### config.mk
export PLATFORM = sky130hd
export DESIGN_NAME = shft_ctrl
export DESIGN_NICKNAME = d
export VERILOG_FILES = /design/src/rtl/shft_ctrl.sv
export SDC_FILE = /design/constraint.sdc
export NUM_CORES = 1
export LEC_CHECK = 0
export ABC_AREA = 1
export CAP_MARGIN = 20
export CORE_ASPECT_RATIO = 1.1
export CORE_UTILIZATION = 60
export CTS_BUF_LIST = sky130_fd_sc_hd__clkbuf_4 sky130_fd_sc_hd__clkbuf_8 sky130_fd_sc_hd__clkbuf_16
export CTS_CLUSTER_DIAMETER = 100
export DETAILED_ROUTE_END_ITERATION = 6
export DONT_BUFFER_PORTS = 1
export PLACE_DENSITY = 0.76
export SYNTH_ARGS = -nofsm -noshare
export SYNTH_HDL_FRONTEND = slang
export SYNTH_SLANG_ARGS = --single-unit
### constraint.sdc
create_clock -name clk -period 1.6 [get_ports clk]
set_clock_uncertainty 0.1 [all_clocks]
set_input_delay 0.32 -clock clk [delete_from_list [all_inputs] [get_ports clk]]
set_output_delay 0.32 -clock clk [all_outputs]
set_load 0.005 [all_outputs]
### src/rtl/shft_ctrl.sv
// Round-robin two-requester sequencer driving shft_mod load/dir/LD; optional cout capture (SHFT_CTRL_CAPTURE_EN).
// Latency: grant+load 1 cycle after request, done SHIFTS+1 cycles after load, job period SHIFTS+2.
// Backpressure: requests are level-held and wait while a job is in flight; no internal queueing.
module shft_ctrl #(
    parameter int WIDTH  = 8,
    parameter int SHIFTS = 8
) (
    input  logic             clk,
    input  logic             rstn,
    input  logic [1:0]       req_i,
    input  logic [1:0]       dir_i,
    input  logic [WIDTH-1:0] data0_i,
    input  logic [WIDTH-1:0] data1_i,
    output logic [1:0]       gnt_o,
    output logic             busy_o,
    output logic             done_o,
    output logic             done_id_o,
    output logic             load,
    output logic             dir,
    output logic [WIDTH-1:0] LD
`ifdef SHFT_CTRL_CAPTURE_EN
    ,
    input  logic             cout,
    output logic [WIDTH-1:0] cap_o
`endif
);

    localparam int CW = $clog2(SHIFTS + 1);

    localparam logic [1:0] S_IDLE  = 2'd0;
    localparam logic [1:0] S_LOAD  = 2'd1;
    localparam logic [1:0] S_SHIFT = 2'd2;
    localparam logic [1:0] S_DONE  = 2'd3;

    logic [1:0]    state;
    logic [CW-1:0] cnt;
    logic          last;
    logic          arb_vld;
    logic          win;

    // Contested: the requester that did not win last time goes next.
    always_comb begin
        arb_vld = |req_i;
        win     = 1'b0;
        if (req_i == 2'b11) begin
            win = ~last;
        end else begin
            win = req_i[1];
        end
    end

    always_ff @(posedge clk or negedge rstn) begin
        if (!rstn) begin
            state     <= S_IDLE;
            cnt       <= '0;
            last      <= 1'b1;
            gnt_o     <= 2'b00;
            busy_o    <= 1'b0;
            done_o    <= 1'b0;
            done_id_o <= 1'b0;
            load      <= 1'b0;
            dir       <= 1'b1;
            LD        <= '0;
`ifdef SHFT_CTRL_CAPTURE_EN
            cap_o     <= '0;
`endif
        end else begin
            case (state)
                // The DONE exit edge doubles as the IDLE sampling edge, so
                // back-to-back jobs run every SHIFTS+2 cycles.
                S_IDLE, S_DONE: begin
                    done_o <= 1'b0;
                    if (arb_vld) begin
                        gnt_o  <= win ? 2'b10 : 2'b01;
                        LD     <= win ? data1_i : data0_i;
                        dir    <= dir_i[win];
                        load   <= 1'b1;
                        busy_o <= 1'b1;
                        last   <= win;
                        state  <= S_LOAD;
`ifdef SHFT_CTRL_CAPTURE_EN
                        cap_o  <= '0;
`endif
                    end else begin
                        busy_o <= 1'b0;
                        state  <= S_IDLE;
                    end
                end
                S_LOAD: begin
                    load  <= 1'b0;
                    gnt_o <= 2'b00;
                    cnt   <= '0;
                    state <= S_SHIFT;
                end
                S_SHIFT: begin
                    cnt <= cnt + CW'(1);
`ifdef SHFT_CTRL_CAPTURE_EN
                    cap_o <= {cap_o[WIDTH-2:0], cout};
`endif
                    if (cnt == CW'(SHIFTS - 1)) begin
                        state     <= S_DONE;
                        done_o    <= 1'b1;
                        done_id_o <= last;
                    end
                end
                default: state <= S_IDLE;
            endcase
        end
    end

endmodule

# Word-level counts from Yosys, hierarchy flattened
# Cells that the tools add are included.
[classes]
multipliers = 0
n_shift = 0
n_div = 0
n_addsub = 1
reduce_logical = 10
n_eq_ne = 7
magnitude_cmp = 1
bitwise = 1
n_mux = 16
[op_table]
columns = ["operator", "count"]
rows = [
  ["8-bit 2-to-1 mux", 1],
  ["4-bit case mux with 2 select lines", 1],
  ["2-bit AND reduction", 4],
  ["1-bit 2-to-1 mux", 7],
  ["2-bit equality test, second input constant", 3],
  ["2-bit 2-to-1 mux", 3],
  ["2-bit case mux with 3 select lines", 1],
  ["2-bit nonzero test", 3],
  ["4-bit by 1-bit adder with 4-bit output, second input constant", 1],
  ["4-bit by 3-bit equality test with 1-bit output, second input constant", 1],
  ["2-bit inequality test, second input constant", 2],
  ["1-bit case mux with 2 select lines", 2],
  ["2-bit case mux with 2 select lines", 1],
  ["2-bit OR reduction", 2],
  ["2-bit by 1-bit equality test with 1-bit output, second input constant", 1],
  ["2-bit zero test", 1],
  ["1-bit by 2-bit less-than comparator with 1-bit output, second input constant", 1],
  ["1-bit inverter", 1],
]
[totals]
ramBits = 0
n_memories = 0
inputBits = 22
rom_bits = 0
ff_bits = 22
elab_cells = 46
latchBits = 0
out_inout_bits = 15

# Logic depth before layout (Yosys ltp)
# Gate-level depths: netlist (run 1).
[depth]
depth_word = 5
ltp_mapped = 7
depth_no_buf = 7

# Worst setup path before layout (run 1)
# Ideal clock, no wire load.
[synth_timing]
path_kind = "reg-to-reg"
from = "register state[0]"
to = "register LD[0]"
arrival_ns = 1.187
setup_time_ns = 0.117
n_path_buf = 1
period_less_slack_ns = 1.404
required_time_ns = 1.383
slack_ns = 0.196
stages_incl_launch_ff = 8
cell_sequence = "dfrtp_1 -> inv_1 -> ha_1 -> inv_2 -> nor2_2 -> buf_4 -> nand3_1 -> nand2_1"
[synth_via]
elab_chain_cells = 3
elab_cells_between_ends = 4
classes_between = "eq/ne: 1; reduce/logical: 3"
[synth_rtl]
columns = ["element", "line", "rtl"]
rows = [
  ["from (decl)", "35", "logic [1:0] state;"],
  ["from (signal assigned)", "54", "state <= S_IDLE;"],
  ["from (signal assigned)", "80", "state <= S_LOAD;"],
  ["from (signal assigned)", "86", "state <= S_IDLE;"],
  ["2-bit equality test or 2-bit zero test (tied branches)", "68", "case (state)"],
  ["2-bit OR reduction *", "68", ""],
  ["2-bit AND reduction (no source line) *", "-", ""],
  ["to (signal assigned)", "75", "LD <= win ? data1_i : data0_i;"],
  ["to (decl)", "20", "output logic [WIDTH-1:0] LD"],
]
# Mark *: on every way between the ends. The rest lies on a longest branch, timed or not.
# A chain may end at the register's enable or synchronous reset.

# Worst setup path in the final report (run 1)
[layout_timing]
from = "register state[0]"
to = "register state[0]"
[layout_via]
elab_chain_cells = 3
elab_cells_between_ends = 7
classes_between = "eq/ne: 4; mux: 1; reduce/logical: 2"
[layout_rtl]
columns = ["element", "line"]
rows = [
  ["2-bit equality test or 2-bit zero test (tied branches)", "68"],
  ["2-bit OR reduction", "68"],
  ["2-bit case mux with 3 select lines", "68"],
]
# Parallel ways exist; a longest one is shown, timed or not.

==> results of run 1 <==
[flip-flops by register name, indices dropped and copies added (netlist names)]
name	count
LD	8
cnt	4
gnt_o	2
state	2
busy_o	1
dir	1
done_id_o	1
done_o	1
last	1
load	1
[cells in the final DEF, fill, tap and decap left out]
master / instances
nand2_1: 49
a21oi_1: 3
nand3_1: 26
dfstp_2: 2
ha_4: 1
ha_1: 2
inv_1: 26
inv_2: 1
o21ai_0: 4
buf_4: 2
xnor2_1: 1
nor2_2: 1
nor2_1: 4
o21ai_2: 1
clkbuf_8: 1
dfrtp_1: 20
or2_2: 1
buf_12: 1
nand4_1: 2
clkbuf_4: 3
dlygate4sd3_1: 1
[worst paths after layout]
| kind | slack (ns) | startpoint | end |
|---|---|---|---|
| min reg2reg | 0.39 | dir | dir |
| max in group asynchronous | 0.32 | rstn | cnt[2] |
| min in group asynchronous | 0.50 | rstn | cnt[3] |
| min | 0.08 | req_i[1] | gnt_o[1] |
| max | 0.15 | state[0] | state[0] |
| max reg2reg | 0.15 | state[0] | state[0] |
[synth_stat cells]
| cell type | number |
|---|---|
| nand4_1 | 2 |
| buf_4 | 1 |
| nand2_1 | 49 |
| o21ai_0 | 4 |
| or2_2 | 1 |
| a21oi_1 | 3 |
| dfstp_2 | 2 |
| inv_2 | 1 |
| nor2_2 | 1 |
| nor2_1 | 4 |
| buf_2 | 4 |
| o21ai_2 | 1 |
| inv_1 | 26 |
| dfrtp_1 | 20 |
| ha_1 | 3 |
| xnor2_1 | 1 |
| nand3_1 | 26 |
[power groups by stage]
| stage | Combinational, W | Sequential, W | Clock (W) |
|---|---|---|---|
| 3_5_place_dp | 0.00107 | 0.00100 | 0 |
| 3_3_place_gp | 0.00103 | 0.000997 | 0 |
| 2_1_floorplan | 0.000836 | 0.000955 | 0 |
| 6_report | 0.00116 | 0.000993 | 0.000299 |
| 5_1_grt | 0.00134 | 0.00102 | 0.000332 |
| 4_1_cts | 0.00109 | 0.000993 | 0.000307 |
[per-stage QoR]
step           total power (W)  setup WS [ns]  area (um^2)
2_1_floorplan          0.00179          0.196         1130
3_3_place_gp           0.00203         0.0912         1150
3_5_place_dp           0.00207         0.0175         1150
4_1_cts                0.00239       -0.00181         1190
5_1_grt                0.00269         0.0461         1210
6_report               0.00245          0.145         1210
[cell families (layout without fill, tap and decap cells)]
group / after synthesis / after routing / synth area share [%]
AND/OR/NAND/NOR: 83 / 83 / 31.4
buffers and inverters: 32 / 35 / 11.4
flip-flops: 22 / 22 / 49.1
AO/OA/AOI/OAI: 8 / 8 / 3.89
adder cells (fa/ha/maj): 3 / 3 / 3.33
XOR/XNOR: 1 / 1 / 0.778
[what timing repair did]
action,CTS,global route
hold buffers,1,0
buffers inserted,0,1
setup endpoints to repair,1,14
gates resized for setup,0,2
hold endpoints to repair,22,0
[area by class of cell]
| cell class | instances | area share [%] |
|---|---|---|
| inverter | 27 | 8.34 |
| multi-input combinational | 95 | 37.6 |
| clock buffer | 4 | 2.99 |
| tap | 18 | 1.85 |
| timing repair buffer | 4 | 3.71 |
| sequential | 22 | 45.5 |
[layer usage]
layer	vias up	part of all wire, %	track usage, %
li1	465	-	-
met1	437	44	25.7
met2	26	51	40.3
met3	2	4.0	4.91
met4	0	0.59	7.27
met5	-	0	0
==> results by group, run 1 <==
Critical path
  • Setup crit end kind: register
  • Data required, critical path: approximately 1.7 ns
  • CP Data Arrival Time: roughly 1.6 ns
  • Setup CP Type: reg -> reg
  • Crit path max fanout: 16
  • Startpoint types: register
  • CP most frequent cell: nand2_1
  • Top Family by Delay on Critical Path: flip-flops
  • Cell count along the critical path: 6
  • Buf/Inv on CP: 1
  • Max stage delay on crit path: 0.42 ns
  • Worst R2R Path Depth: 6
  • Critical-path cell list: inv_1, ha_4, o21ai_2, nand2_1, nand2_1, nand2_1
  • CP max stage cell: dfrtp_1

Synthesis
  • Sequential-to-total area share from yosys stat: between 40% and 50%
  • Syn Area/Cell: approximately 7.6 um^2
  • Synth area leaders: dfrtp_1 (44%), nand2_1 (16%), nand3_1 (12%)
  • Mapped cell area: approximately 1100 um^2
  • Synth unique cells: 17
  • Mapped Nets: approximately 170
  • Syn. warnings: 0
  • Cells after synthesis: 149
  • #FFs+latches synth: 22
  • Area leader, netlist: dfrtp_1
  • Synth top area share: between 40% and 50%

Placed design
  • Dpl hpwl: approximately 1500 um
  • Buffers on Ports: 0
  • Number of placed instances, taps included: 164
  • GPL Wtd Cong: ~0.87

Route
  • Avg Vias per Cell: ~5.5
  • Final ANT Viol Nets: 0
  • DRT Wirelength: 2190 um
  • Via count: a little over 900
  • Residual DRC: 0
  • DRT iter0 DRCs: 15
  • First-pass iteration count of the detailed router: 6
  • WL/cell: between 10 and 15 um

Layout
  • Layout Nets: around 180
  • Share of layout cells above drive strength 1: a little under a tenth
  • Multi-input gate area: 457 um^2
  • Fin cells: 170
  • Filler cells: between 150 and 200
  • Fin util: between 60% and 70%
  • Register area: between 500 and 600 um^2
  • Antenna cells: 0
  • Layout area overhead: 7.89%

STA
  • F_max: between 600 and 700 MHz
  • Final worst path period need: roughly 1.5 ns
  • Final period utilization: between 90% and 100%
  • Slew Limit Fails: 0
  • RSZ-0062 raised after global routing: false
  • Hold WS: around 0.083 ns
  • Setup-failing EPs final: 0
  • Setup_tns: 0 ns
  • Worst-Margin Slew: between 0.9 and 1 ns
  • Worst slew margin relative to its limit: 36.0%
  • Final hold violations: 0

Pwr
  • Power Internal: roughly 0.0014 W
  • Net Sw Frac: 41.7%
  • Worst vdd ir: 0.982 mV
  • Sequential fraction of design power: just over 40%
  • Clk network pwr share: 12.2%
  • Leak pwr: 0.683 nW
  • Net switching power figure: 0.00102 W
  • Combinational share of power: between 40 and 50%
  • Pwr/cell area: 2020 nW/um^2

Global routing
  • Initial antenna violation count: 0
  • Largest net degree at the start of global routing: 23
  • GRT Residual Overflow: 0
  • First-pass GRT wire length: roughly 3300 um
  • Overall global routing resource usage: 21.8%
  • Vias in the first global route: 812

Job
  • Total of max-cap violations: 0

Clocking
  • Clock root buffer: clkbuf_4
  • Clock Latency Late Sink: around 0.3 ns
  • Reg clk slew, reported paths: between 0.1 and 0.15 ns
  • CTS Buf Count: 3
  • Clock tree buffer depth: 2
  • H-Tree Depth: 1
  • CTS tree: built
  • CTS Sinks: 22

Floorplan
  • Die X-Extent: 43.3 um
  • Die height: ~47 um
  • Die area: 2050 um^2
  • Std-Cell Rows: 16
  • Initial Utilization: a little under two thirds
  • I/O Pins: 37
  • Core area: 1760 um^2

Min path
  • Hold Path Class: in -> reg
  • WHS Path Cells: 2

Run status
  • Status: complete, no violations
Note: power is estimated with default switching activity, not from simulation.
==> run 2, diff against run 1 <==
Settings changed: TNS_END_PERCENT set to 20.
==> results of run 2 <==
No change in the layout: final DEF, timing and power equal those of run 1.
